### src/rtl/johnson_pkg.sv
// ----------------------------------------------------------------------------
// johnson_pkg
// Shared definitions for Johnson-code handling: the monitor FSM state type,
// the saturation limit of the error counter, and width-generic helper
// functions (successor, legality, index decode). Packages cannot take
// parameters, so each function works on a MAX_N-bit vector and receives the
// active code width n as an argument. Bits at or above n are ignored.
// ----------------------------------------------------------------------------
package johnson_pkg;

    localparam int         MAX_N       = 32;
    localparam logic [7:0] ERR_CNT_MAX = 8'd255;

    typedef enum logic [1:0] {
        IDLE  = 2'd0,
        HUNT  = 2'd1,
        TRACK = 2'd2
    } jstate_e;

    // Successor in the Johnson sequence: shift left, feed back inverted MSB.
    function automatic logic [MAX_N-1:0] johnson_next(input logic [MAX_N-1:0] q,
                                                     input int               n);
        logic [MAX_N-1:0] r;
        r = '0;
        for (int i = 1; i < MAX_N; i++) begin
            if (i < n) r[i] = q[i-1];
        end
        r[0] = ~q[n-1];
        return r;
    endfunction

    // A Johnson code has at most one 0/1 boundary between adjacent bits.
    function automatic logic johnson_legal(input logic [MAX_N-1:0] q,
                                           input int               n);
        int edges;
        edges = 0;
        for (int i = 0; i < MAX_N - 1; i++) begin
            if ((i < n - 1) && (q[i] != q[i+1])) edges++;
        end
        return (edges <= 1);
    endfunction

    // Fill phase (MSB=0) counts ones; drain phase (MSB=1) counts zeros past N.
    function automatic logic [7:0] johnson_index(input logic [MAX_N-1:0] q,
                                                 input int               n);
        int ones;
        ones = 0;
        for (int i = 0; i < MAX_N; i++) begin
            if ((i < n) && q[i]) ones++;
        end
        if (q[n-1]) return 8'(n + (n - ones));
        else        return 8'(ones);
    endfunction

endpackage

### src/rtl/johnson_decode.sv
// ----------------------------------------------------------------------------
// johnson_decode
// Combinational reader for an N-bit Johnson code.
//   q_i     : Johnson code under test
//   legal_o : 1 when q_i is one of the 2N legal Johnson codes
//   idx_o   : state index 0..2N-1 (only meaningful when legal_o=1)
// ----------------------------------------------------------------------------
module johnson_decode
    import johnson_pkg::*;
#(
    parameter int N  = 4,
    parameter int IW = $clog2(2 * N)
) (
    input  logic [N-1:0]  q_i,
    output logic          legal_o,
    output logic [IW-1:0] idx_o
);

    logic [MAX_N-1:0] q_ext;
    logic [7:0]       idx_full;

    assign q_ext    = MAX_N'(q_i);
    assign legal_o  = johnson_legal(q_ext, N);
    assign idx_full = johnson_index(q_ext, N);
    assign idx_o    = IW'(idx_full);

endmodule

### src/rtl/johnson_code_monitor.sv
// ----------------------------------------------------------------------------
// johnson_code_monitor
// Samples a Johnson-coded bus on enabled edges, decodes it to a state index,
// and checks legality and sequence continuity.
//   CLK     : clock, rising edge
//   CLR     : asynchronous active-high reset
//   EN      : sample enable
//   Q_IN    : Johnson code under test
//   IDX     : index of last legal sample
//   VALID   : last sample was legal
//   LOCKED  : FSM is in TRACK
//   WRAP    : pulse, all-zeros code accepted as expected successor in TRACK
//   SEQ_ERR : pulse, legal but unexpected code in TRACK
//   ILLEGAL : pulse, non-Johnson code sampled
//   ERR_CNT : saturating count of SEQ_ERR + ILLEGAL events
// ----------------------------------------------------------------------------
module johnson_code_monitor
    import johnson_pkg::*;
#(
    parameter int N        = 4,
    parameter int LOCK_LEN = 2,
    parameter int IW       = $clog2(2 * N)
) (
    input  logic          CLK,
    input  logic          CLR,
    input  logic          EN,
    input  logic [N-1:0]  Q_IN,
    output logic [IW-1:0] IDX,
    output logic          VALID,
    output logic          LOCKED,
    output logic          WRAP,
    output logic          SEQ_ERR,
    output logic          ILLEGAL,
    output logic [7:0]    ERR_CNT
);

    localparam int MW = $clog2(LOCK_LEN + 1);

    jstate_e       state_q;
    logic [N-1:0]  exp_q;
    logic [N-1:0]  exp_d;
    logic [MW-1:0] mcnt_q;
    logic [IW-1:0] idx_q;
    logic          valid_q;
    logic          locked_q;
    logic          wrap_q;
    logic          seq_err_q;
    logic          illegal_q;
    logic [7:0]    err_cnt_q;

    logic          legal;
    logic [IW-1:0] dec_idx;
    logic          match;
    logic          lock_hit;

    johnson_decode #(.N(N), .IW(IW)) u_decode (
        .q_i     (Q_IN),
        .legal_o (legal),
        .idx_o   (dec_idx)
    );

    // Whatever is sampled now, the following sample should be its successor.
    assign exp_d    = N'(johnson_next(MAX_N'(Q_IN), N));
    assign match    = (Q_IN == exp_q);
    assign lock_hit = ((int'(mcnt_q) + 1) == LOCK_LEN);

    // NOTE: all state uses non-blocking assignments so every register sees
    // the pre-edge values of the others, independent of statement order.
    always_ff @(posedge CLK or posedge CLR) begin
        if (CLR) begin
            state_q   <= IDLE;
            exp_q     <= '0;
            mcnt_q    <= '0;
            idx_q     <= '0;
            valid_q   <= 1'b0;
            locked_q  <= 1'b0;
            wrap_q    <= 1'b0;
            seq_err_q <= 1'b0;
            illegal_q <= 1'b0;
            err_cnt_q <= '0;
        end else begin
            // Pulses last one cycle and clear even when EN=0.
            wrap_q    <= 1'b0;
            seq_err_q <= 1'b0;
            illegal_q <= 1'b0;

            if (EN) begin
                if (!legal) begin
                    // IDX keeps the last legal index.
                    illegal_q <= 1'b1;
                    valid_q   <= 1'b0;
                    state_q   <= IDLE;
                    locked_q  <= 1'b0;
                    if (err_cnt_q != ERR_CNT_MAX) err_cnt_q <= err_cnt_q + 8'd1;
                end else begin
                    idx_q   <= dec_idx;
                    valid_q <= 1'b1;
                    exp_q   <= exp_d;
                    case (state_q)
                        IDLE: begin
                            state_q <= HUNT;
                            mcnt_q  <= '0;
                        end
                        HUNT: begin
                            if (match) begin
                                mcnt_q <= MW'(int'(mcnt_q) + 1);
                                if (lock_hit) begin
                                    state_q  <= TRACK;
                                    locked_q <= 1'b1;
                                end
                            end else begin
                                mcnt_q <= '0;
                            end
                        end
                        TRACK: begin
                            if (match) begin
                                wrap_q <= (Q_IN == '0);
                            end else begin
                                // A stalled (repeated) code also lands here.
                                seq_err_q <= 1'b1;
                                state_q   <= HUNT;
                                locked_q  <= 1'b0;
                                mcnt_q    <= '0;
                                if (err_cnt_q != ERR_CNT_MAX) err_cnt_q <= err_cnt_q + 8'd1;
                            end
                        end
                        default: begin
                            state_q  <= IDLE;
                            locked_q <= 1'b0;
                            mcnt_q   <= '0;
                        end
                    endcase
                end
            end
        end
    end

    assign IDX     = idx_q;
    assign VALID   = valid_q;
    assign LOCKED  = locked_q;
    assign WRAP    = wrap_q;
    assign SEQ_ERR = seq_err_q;
    assign ILLEGAL = illegal_q;
    assign ERR_CNT = err_cnt_q;

endmodule

### config.mk
export PLATFORM = sky130hd
export DESIGN_NAME = johnson_code_monitor
export DESIGN_NICKNAME = d
export VERILOG_FILES = /design/src/rtl/johnson_pkg.sv /design/src/rtl/johnson_decode.sv /design/src/rtl/johnson_code_monitor.sv
export SDC_FILE = /design/constraint.sdc
export NUM_CORES = 1
export LEC_CHECK = 0
export ABC_AREA = 1
export CAP_MARGIN = 20
export CORE_MARGIN = 1.5
export CORE_UTILIZATION = 45
export CTS_CLUSTER_SIZE = 8
export DETAILED_ROUTE_END_ITERATION = 6
export PLACE_DENSITY = 0.69
export SLEW_MARGIN = 40
export SYNTH_ARGS = -nofsm -noshare
export SYNTH_HDL_FRONTEND = slang
export SYNTH_SLANG_ARGS = --single-unit
### constraint.sdc
create_clock -name CLK -period 3.3 [get_ports CLK]
set_clock_uncertainty 0.2 [all_clocks]
set_input_delay 0.99 -clock CLK [delete_from_list [all_inputs] [get_ports CLK]]
set_output_delay 0.99 -clock CLK [all_outputs]
set_load 0.03 [all_outputs]
Word level (Yosys, flattened, before mapping):

Index checks and enable logic that the tools add are counted.

* RAM bits: 0
* latch bits: 0
* memories: 0
* register bits: 24
* input bits: 7
* output and inout bits: 16
* logic and storage cells: 79
* ROM bits: 0

* $lt $le $gt $ge: 1
* equality and inequality tests: 15
* shift operators: 0
* bitwise logic cells: 1
* divide/modulo/power cells: 0
* reductions and logical operators: 7
* $add $sub $neg: 9
* muxes and demuxes: 36
* multiply operators: 0

Operators with widths (count)
* 32-bit by 2-bit adder with 32-bit output (second input constant): 2
* 32-bit two-way mux: 2
* 32-bit by 3-bit equality test with 1-bit output (second input constant): 1
* 32-bit by 2-bit <= comparator with 1-bit output (second input constant): 1
* 8-bit two-way mux: 4
* 1-bit two-way mux: 17
* 2-bit two-way mux: 6
* 3-bit two-way mux: 4
* 3-bit != test (second input constant): 3
* 8-bit by 1-bit adder with 8-bit output (second input constant): 1
* 8-bit != test (second input constant): 1
* 3-bit by 2-bit adder with 3-bit output (second input constant): 2
* 2-bit != test (second input constant): 3
* 2-bit one-hot mux with 3 select lines: 1
* 3-bit AND reduction: 2
* 5-bit AND reduction: 1
* 4-bit equality test: 1
* 4-bit zero test: 1
* 2-bit one-hot mux with 2 select lines: 1
* 4-bit AND reduction: 1
* 2-bit by 1-bit adder with 3-bit output (second input constant): 1
* 3-bit adder (first input constant): 1
* 1-bit != test: 3
* 1-bit one-hot mux with 3 select lines: 1
* other kinds (8): 8

Longest topological paths before layout:

Gate-level depths: netlist (run 1).

* word-level depth: 10
* gate-level depth with buffers: 12
* depth with buffers taken out: 12

By module:

From an unflattened synthesis (run 1), not the netlist that was laid out.

* cell total of the unflattened synthesis: 202
* area total of the unflattened synthesis: 1536.5 um^2

Modules (own cells, without submodules)
* johnson_code_monitor: area an instance 1290.0 um^2, sequential area each 600.6 um^2, instances 1, cells an instance 151
* johnson_decode: area an instance 246.5 um^2, sequential area each 0.0 um^2, instances 1, cells an instance 51

Least setup slack after synthesis (run 1):

Ideal clock, no wire load.

* path type: input to register
* from: input Q_IN[0]
* to: register idx_q[2], in the netlist IDX[2]
* path buffers: 0
* slack: 0.288 ns
* cell stages on the path: 12
* library setup time: 0.083 ns
* data arrival time: 2.729 ns
* required time: 3.017 ns
* path through: inv_1 -> ha_1 -> or2_2 -> nand2_1 -> inv_1 -> ha_1 -> o21ai_0 -> ha_1 -> a21oi_1 -> o21ai_0 -> xor2_1 -> o21ai_0

* longest elaborated chain between the ends: 10
* elaborated cells between the ends (all ways): 18
* classes of those cells: add/sub: 7; order compare: 1; eq/ne: 1; mux: 8; reduce/logical: 1

Ends and longest elaborated chain
* from (decl): RTL line johnson_code_monitor.sv:27 `input logic [N-1:0] Q_IN,`
* parallel branches: the longest is 10 deep, another holds 32-bit by 2-bit adder with 32-bit output
* to (signal assigned): RTL line johnson_code_monitor.sv:96 `idx_q <= dec_idx;`
* to (decl): RTL line johnson_code_monitor.sv:43 `logic [IW-1:0] idx_q;`

Parallel ways; which one is timed is not known.
A chain may end at the register's enable or synchronous reset.

Worst setup path in the final report (run 1):

* from: input Q_IN[2]
* to: register idx_q[2], in the netlist IDX[2]

* longest elaborated chain between the ends: 6
* elaborated cells between the ends (all ways): 13
* classes of those cells: add/sub: 4; order compare: 1; eq/ne: 2; mux: 5; reduce/logical: 1

Ends and longest elaborated chain (RTL line)
* 1-bit != test or 3-bit two-way mux (tied branches): johnson_pkg.sv:38, johnson_pkg.sv:49
* 32-bit two-way mux or 3-bit by 2-bit adder with 3-bit output (tied branches): johnson_pkg.sv:38, johnson_pkg.sv:49
* 32-bit by 2-bit adder with 32-bit output or 3-bit two-way mux (tied branches): johnson_pkg.sv:38, johnson_pkg.sv:49
* 32-bit two-way mux or 3-bit subtractor (tied branches): johnson_pkg.sv:38, johnson_pkg.sv:51
* 32-bit by 2-bit <= comparator with 1-bit output or 3-bit adder (tied branches): johnson_pkg.sv:40, johnson_pkg.sv:51
* 2-bit AND reduction (no source line) or 3-bit two-way mux (tied branches)

Several ways; a longest one is shown, not always the timed one.

==> metrics.txt, run 1 <==
Synth Warn #=0; Die Width=approximately 59 µm; layout cells sized above 1=0.167; Final ANT Viol Nets=0; syn_nets=approximately 190; RSZ-0062 raised after global routing=false; CTS max path bufs=2; critical path buffer and inverter count=2; initial core utilization=0.469; Post CTS Setup Buffer Count=0; largest net degree at the start of global routing=25; Final min period=2.89 ns; vias in the first global route=1118; hold_buf cts=0; CTS tree=done; antenna diode count=0; number of buffers added on ports=22; die height=slightly below 60 µm; status=finished, final reports clean; Iter 0 DRT Violations=between 90 and 100; Slew Viols, Final=0; most common cell after layout, fill and taps aside=nand2_1; Mean Syn Cell Area=8.00 µm²; post-synthesis cell count=176; CTS H-tree depth=1; post-synthesis mux area share=0; startpoint class of the critical path=primary input; cell accounting for the most synthesized area=dfrtp_1; total power=0.00118 W; count of cell types in the netlist=23; clock sink count=24; GRT Total Usage=0.182; Final setup viols=0; #FFs+latches synth=24; CP Max Fanout=5; Top delay family on crit path=compound AO/OA/AOI/OAI gates; first-pass GRT wire length=around 4.8 mm; final hold vios=0; RePlAce Congestion=0.782; Final Hold Slack=slightly below 0.3 ns; Final period util=0.876; top post-synthesis cells by area=dfrtp_1 (43%), nand2_1 (13%), ha_1 (7.1%); Critical-path top delay cell=clkdlybuf4s50_1; initial antenna violation count=0; XOR/XNOR share of the synthesized area=0.0560; crit path DAT=between 2 and 3 ns; wire length after detailed routing=2.81 mm; top cell type's share of synthesized area=0.427; largest family of logic cells by synthesized area=simple AND/OR/NAND/NOR gates; Fmax=346 MHz; Post-Synth Adder-Cell Area=0.0711; critical-path cell list=clkdlybuf4s50_1, inv_2, o21ai_0, ha_4, o21ai_2, ha_2, a21oi_2, o21ai_1, xor2_1, o21ai_1; CORE AREA=3000 µm²; GRT overflow=0; slowest stage delay, CP=roughly 0.54 ns; final core occ=0.589; critical path class=in2reg; Vias=between 1000 and 1500; site row count=20; P per Cell Area=667 nW/µm²; DRC violations left=0; Design Area, Final=1770 µm²; Layout area overhead=25.7%; wire per inst=between 10 and 15 µm; sequential share of the synthesized area=0.427; crit end category=flip-flop; vias per cell=4.85; synthesized cell area=1410 µm²; Worst VDD drop=0.240 mV; Synth Area in Simple Gates=0.274; clk root buf=clkbuf_4; post-synthesis compound-gate area fraction=0.0862; placed cell areas=1720 µm²; most frequent cells in the layout=nand2_1 (47), dfrtp_1 (24), inv_1 (21); Ports=23; CP most frequent cell=o21ai_1; max-cap viol count=0; cts bufs inserted=3; Rel. slew slack=0.724; DP HPWL=roughly 2.2 mm; number of detailed-route iterations in the first pass=5; WP data required=3.31 ns; Pleak=a little under 0.9 nW; CTS clock-pin slew for the worst setup and hold paths=0.12 ns; Final nets=226; clock latency on the worst-skew pair=0.31 ns; Worst Max-Slew Pin Slew=~0.41 ns; HP Class=reg2reg; die area=3470 µm²
-- synth_stat cells --
cell type  instances
o21ai_1            6
inv_2              3
nor2_1            14
and2_4             1
xnor2_1            4
o21ai_2            3
buf_12             1
or2_2              2
nand3_1            7
nand2_2            5
dfrtp_1           24
buf_4              1
nand4_1            4
nand2_1           48
ha_1               8
o21ai_0           12
a21oi_1            1
nand3_4            1
inv_1             22
nor2_2             1
xor2_1             5
nor3_1             2
or2_1              1
-- sequential cells by signal (all words and copies together) (netlist names), 2 cells and up --
register,flops
ERR_CNT,8
IDX,3
exp_q,4
mcnt_q,2
state_q,2
-- per-stage QoR --
stage | std cells | setup slack (ns) | TNS [ns]
2_1_floorplan | 176 | 0.288 | 0
3_3_place_gp | 239 | -0.200 | -0.308
3_5_place_dp | 239 | -0.348 | -0.561
4_1_cts | 242 | 0.0108 | 0
5_1_grt | 242 | 0.278 | 0
6_report | 242 | 0.408 | 0
-- worst min-delay path: stages (launching register included) --
cell	delay, ns
dfrtp_1	0.36
nand2_1	0.05
nand2_1	0.05
-- cell type report --
class | instances | area (µm²)
inverter | 25 | 93.8
sequential | 24 | 601
clock buffer | 3 | 22.5
multi-input combinational | 125 | 711
timing repair buffer | 32 | 300
tap | 33 | 41.3
fill | 282 | 1230
-- worst paths after layout --
path / to / startpoint / slack, ns / cells after the start
max: IDX[2]$_DFFE_PP0P_ / Q_IN[2] / 0.41 / 10
min: LOCKED$_DFFE_PP0P_ / LOCKED$_DFFE_PP0P_ / 0.29 / 2
max reg2reg: ERR_CNT[7]$_DFFE_PP0P_ / ERR_CNT[0]$_DFFE_PP0P_ / 1.51 / 7
min reg2reg: LOCKED$_DFFE_PP0P_ / LOCKED$_DFFE_PP0P_ / 0.29 / 2
max in group asynchronous: exp_q[1]$_DFFE_PP0P_ / CLR / 1.85 / 3
min in group asynchronous: ERR_CNT[0]$_DFFE_PP0P_ / CLR / 0.82 / 3
-- per-layer routing --
metal | routed length [µm] | GRT usage | up-vias
li1 | - | - | 618
met1 | 1240 | 0.216 | 530
met2 | 1450 | 0.327 | 21
met3 | 85 | 0.0286 | 4
met4 | 27 | 0.0682 | 0
met5 | 0 | 0 | -
-- where the power goes --
part	internal, W	switching (W)	total (W)
Combinational	0.000247	0.000339	0.000586
Clock	0.0000427	0.0000836	0.000126
Sequential	0.000380	0.0000884	0.000469
-- what timing repair did --
action,CTS,global route
setup endpoints to repair,1,2
gates resized for setup,1,10
pin swaps,0,5
-- logic make-up after synthesis --
| logic type | Yosys count |
|---|---|
| AO/OA/AOI/OAI | 22 |
| XOR/XNOR | 9 |
| adder cells (fa/ha/maj) | 8 |
| buffers and inverters | 27 |
| flip-flops | 24 |
| AND/OR/NAND/NOR | 86 |
No activity file was read; power rests on OpenSTA's default activity.
==> run 2, diff against run 1 <==
--- a/config.mk
+++ b/config.mk
@@ -12,6 +12,7 @@
 export CTS_CLUSTER_SIZE = 8
 export DETAILED_ROUTE_END_ITERATION = 6
 export PLACE_DENSITY = 0.69
+export RECOVER_POWER = 25
 export SLEW_MARGIN = 40
 export SYNTH_ARGS = -nofsm -noshare
 export SYNTH_HDL_FRONTEND = slang
==> constraint.sdc (replaced) <==
create_clock -name CLK -period 3.6 [get_ports CLK]
set_clock_uncertainty 0.2 [all_clocks]
set_input_delay 1.08 -clock CLK [delete_from_list [all_inputs] [get_ports CLK]]
set_output_delay 1.08 -clock CLK [all_outputs]
set_load 0.03 [all_outputs]
==> metrics.txt, run 2 (same netlist as run 1, synthesis figures left out) <==
status=finished, final reports clean; CTS clock-pin slew for the worst setup and hold paths=around 0.12 ns; CTS max path bufs=2; Pleak=0.835 nW; startpoint class of the critical path=primary input; largest net degree at the start of global routing=25; crit path DAT=3.41 ns; final hold vios=0; Post CTS Setup Buffer Count=0; wire per inst=around 12 µm; clock power share=0.108; wire length after detailed routing=between 2 and 3 mm; Final min period=3.36 ns; Iter 0 DRT Violations=57; Die Width=58.9 µm; initial core utilization=0.469; Sequential Power Share=0.401; clock latency on the worst-skew pair=0.31 ns; CORE AREA=3000 µm²; P_sw=0.000466 W; Final ANT Viol Nets=0; vias in the first global route=1157; DR top layer=met4; WL met1=about 1.2 mm; Worst Max-Slew Pin Slew=0.916 ns; WP data required=approximately 3.7 ns; Final nets=approximately 220; max-cap viol count=0; cts bufs inserted=3; clock sink count=24; fillers=301; number of detailed-route iterations in the first pass=4; CTS tree=done; RSZ-0062 raised after global routing=false; Sw Share=0.434; antenna diode count=0; GRT Total Usage=0.188; die height=between 50 and 60 µm; FF/Latch Area=601 µm²; P per Cell Area=625 nW/µm²; hold_buf cts=0; first-pass GRT wire length=4.90 mm; RePlAce Congestion=0.800; CP Max Fanout=2; Design Area, Final=1720 µm²; Vias=1213; initial antenna violation count=0; HP Class=reg2reg; critical path class=in2reg; Worst VDD drop=roughly 0.18 mV; metal2 WL=1.50 mm; most frequent cells in the layout=nand2_1 (48), dfrtp_1 (24), inv_1 (22); number of buffers added on ports=22; Internal=0.000607 W; Ports=23; Fmax=297 MHz; site row count=20; Multi-input gate area=686 µm²; layout cells sized above 1=0.126; Layout area overhead=22.0%; most common cell after layout, fill and taps aside=nand2_1; crit end category=flip-flop; Rel. slew slack=0.389; met3 WL post-DR=101 µm; Final Hold Slack=about 0.29 ns; clk root buf=clkbuf_4; placed cell areas=roughly 1700 µm²; Final setup viols=0; Resize count post-CTS=0; Slew Viols, Final=0; DP HPWL=2.18 mm; GRT overflow=0; DRC violations left=0; CTS H-tree depth=1; vias per cell=slightly above 5; reg2reg setup slack=about 1.8 ns; power share of the combinational group=0.491; die area=about 3500 µm²; Final period util=0.934; max reg flops=8
==> run 2: changes by cell type in the layout (fill, tap and decap cells not counted), moves of 2 or more <==
| cell | delta |
|---|---|
| buf_4 | -3 |
| dlymetal6s2s_1 | -2 |
| ha_1 | +2 |
| o21ai_0 | +3 |
| o21ai_1 | -2 |
==> run 2: per-stage QoR <==
stage	setup WS [ns]	setup TNS [ns]	std cells	total power, W	util
global route	0.0114	0	239	0.00115	0.572
detailed placement	-0.0945	-0.109	236	0.000965	0.564
floorplan	0.498	0	176	0.000780	-
CTS	0.247	0	239	0.00108	0.572
global placement	0.00967	0	236	0.000943	0.564
finish	0.237	0	239	0.00107	0.572
==> run 2: routing by layer <==
| layer | global-route usage | vias up |
|---|---|---|
| met3 | 0.0264 | 5 |
| met1 | 0.212 | 574 |
| met2 | 0.359 | 25 |
| li1 | - | 609 |
| met4 | 0.0584 | 0 |
| met5 | 0 | - |
==> run 2: power by group through the flow <==
stage	clock (W)	sequential (W)	combinational, W
floorplan	0	0.000541	0.000239
global placement	0	0.000429	0.000514
detailed placement	0	0.000436	0.000529
CTS	0.000121	0.000431	0.000532
global route	0.000128	0.000442	0.000579
finish	0.000116	0.000430	0.000527
==> run 2: worst paths after layout <==
path	to	cells past startpoint	from
min in group asynchronous	ERR_CNT[0]$_DFFE_PP0P_	2	CLR
setup / recovery	IDX[2]$_DFFE_PP0P_	13	Q_IN[0]
hold / removal	LOCKED$_DFFE_PP0P_	2	LOCKED$_DFFE_PP0P_
max in group asynchronous	ERR_CNT[5]$_DFFE_PP0P_	2	CLR
hold reg to reg	LOCKED$_DFFE_PP0P_	2	LOCKED$_DFFE_PP0P_
setup reg to reg	ERR_CNT[7]$_DFFE_PP0P_	7	ERR_CNT[0]$_DFFE_PP0P_
==> run 2: worst max-delay path: stages <==
cell and delay, ns:
clkdlybuf4s50_1 0.48, inv_1 0.06, ha_1 0.30, or2_2 0.27
nand2_1 0.08, inv_1 0.06, ha_1 0.27, o21ai_0 0.08
ha_1 0.20, a21oi_1 0.14, o21ai_0 0.11, xor2_1 0.14
o21ai_0 0.13
==> run 2: cell type report <==
type | instances | area share
clock buffers | 3 | 0.0131
inverters | 25 | 0.0547
multi-input cells | 125 | 0.399
flip-flops and latches | 24 | 0.350
well taps | 33 | 0.0241
repair buffers | 29 | 0.159
==> run 3, diff against run 2 <==
--- a/config.mk
+++ b/config.mk
@@ -6,6 +6,7 @@
 export NUM_CORES = 1
 export LEC_CHECK = 0
 export ABC_AREA = 1
+export ABC_CLOCK_PERIOD_IN_PS = 3600
 export CAP_MARGIN = 20
 export CORE_MARGIN = 1.5
 export CORE_UTILIZATION = 45
==> results of run 3 <==
The final DEF is identical to that of run 2; final timing and power are the same.
==> variant (config.mk and constraints of run 1) <==
`N` is set to 4 in 2 places; all go to 8.
--- a/src/rtl/johnson_decode.sv
+++ b/src/rtl/johnson_decode.sv
@@ -8,7 +8,7 @@
 module johnson_decode
     import johnson_pkg::*;
 #(
-    parameter int N  = 4,
+    parameter int N  = 8,
     parameter int IW = $clog2(2 * N)
 ) (
     input  logic [N-1:0]  q_i,
--- a/src/rtl/johnson_code_monitor.sv
+++ b/src/rtl/johnson_code_monitor.sv
@@ -17,7 +17,7 @@
 module johnson_code_monitor
     import johnson_pkg::*;
 #(
-    parameter int N        = 4,
+    parameter int N        = 8,
     parameter int LOCK_LEN = 2,
     parameter int IW       = $clog2(2 * N)
 ) (
Ports: changed (resized IDX and Q_IN); port bits go from 23 to 28. The function was not compared with the original's and may differ.
==> variant against run 1 <==
The run now ends with setup timing left; clock power grew to 3.0 times the old value; routed wire length grew to 2.9 times the old value; utilization grew 18 points; first-iteration DRC count grew 88%; sequential cell count grew 5; cell count grew 140%; worst setup slack lost 1800 ps; combinational power grew to 3.1 times the old value; power grew 140%; cell area grew 140%; area after synthesis grew 81%; critical path depth grew 21; highest routed layer unchanged.
==> variant: results (changes against run 1) <==
.. list-table::
   :header-rows: 1

   * - Metric
     - Value
   * - Result of the run
     - complete, but fails checks
   * - Violations in the final reports
     - setup timing
   * - Fraction of final layout cells with drive strength greater than 1
     - 47.81% (+31 points)
   * - Crit path launch
     - Q_IN[1]
   * - HPWL reported at the end of detailed placement
     - 4403 µm (+100%)
   * - Data arrival, critical path
     - 4730 ps (+1830 ps)
   * - Setup ws final
     - -1418 ps (-1826 ps)
   * - Post-detailed-routing wire length
     - 8116 µm (+190%)
   * - Average routed wire per standard cell
     - 14.14 µm (+22%)
   * - Number of cells produced by synthesis
     - 375 (+110%)
   * - Met2 Resource Use GR
     - 46.35% (+14 points)
   * - Dominant delay contributor by cell family on the critical path
     - simple AND/OR/NAND/NOR gates
   * - Global-route wire length before repair
     - 12030 µm (+150%)
   * - Synthesized-area fraction occupied by xor and xnor cells
     - 4.470% (-1.1 points)
   * - Iteration-0 DRC count of the detailed router
     - 175 (+88%)
   * - Num CTS Buffers
     - 5 (+2)
   * - Worst-case register-to-register setup slack
     - 1170 ps (-340 ps)
   * - Startpoint of the worst hold path
     - IDX[3]$_DFFE_PP0P_
   * - Seq/Total Area, Yosys
     - 28.49% (-14 points)
   * - Number of nets in the final layout
     - 532 (+140%)
   * - Instance count after placement with tap cells included
     - 522 (+120%)
   * - Met1 usage
     - 29.10% (+7.5 points)
   * - Adder-cell share of the synthesized area
     - 9.823% (+2.7 points)
   * - Count of buffers added by post-CTS timing repair for setup
     - 38 (+38)
   * - Worst Reg2Reg Path Length in Cells
     - 11 (+4)
   * - RD Place Congestion
     - 0.8891 (+14%)
   * - Syn nets
     - 406 (+110%)
   * - Biggest area contributors in the synthesized netlist
     - dfrtp_1 (28%), nand2_1 (18%), ha_1 (9.8%)
   * - Clock tree root buffer cell
     - clkbuf_8
   * - Biggest fanout along the worst timing path
     - 4 (-1)
   * - Vias in the first global route
     - 2701 (+140%)
   * - Internal power of the cells
     - 0.001580 W (+140%)
   * - Clock transition at the register clock pins on the worst setup and hold paths after CTS
     - 70 ps (-50 ps)
   * - Via count
     - 2915 (+150%)
   * - Total negative slack
     - -38910 ps (-38910 ps)
   * - Peak supply drop
     - 0.4425 mV (+84%)
   * - Finish-stage setup viols
     - 29 (+29)
   * - H-tree Lvls
     - 2 (+1)
   * - Commonest cells post-synth
     - nand2_1 (125), inv_1 (45), nand3_1 (40), dfrtp_1 (29)
variant: power groups by stage:
stage / logic, W / registers [W] / clock network (W)
6_report: 0.00181 / 0.000607 / 0.000383
5_1_grt: 0.00195 / 0.000620 / 0.000400
4_1_cts: 0.00155 / 0.000591 / 0.000382
3_5_place_dp: 0.00124 / 0.000596 / 0
3_3_place_gp: 0.00121 / 0.000592 / 0
2_1_floorplan: 0.000691 / 0.000729 / 0
variant: per-layer routing:
metal	part of all wire, %	vias up	wire [µm]
met1	41	1383	3316
met2	55	80	4437
met4	1.5	0	125
met3	2.9	15	236
met5	0	-	0
li1	-	1437	-
variant: cell type report:
type | instances | area, µm² | area share [%]
Sequential cell | 29 | 725.7 | 17.13
Timing Repair Buffer | 123 | 1035 | 24.42
Clock buffer | 7 | 86.33 | 2.038
Multi-Input combinational cell | 286 | 2019 | 47.67
Timing Repair inverter | 1 | 8.758 | 0.2067
Clock inverter | 1 | 30.03 | 0.7088
Inverter | 55 | 241.5 | 5.700
Tap cell | 72 | 90.09 | 2.126
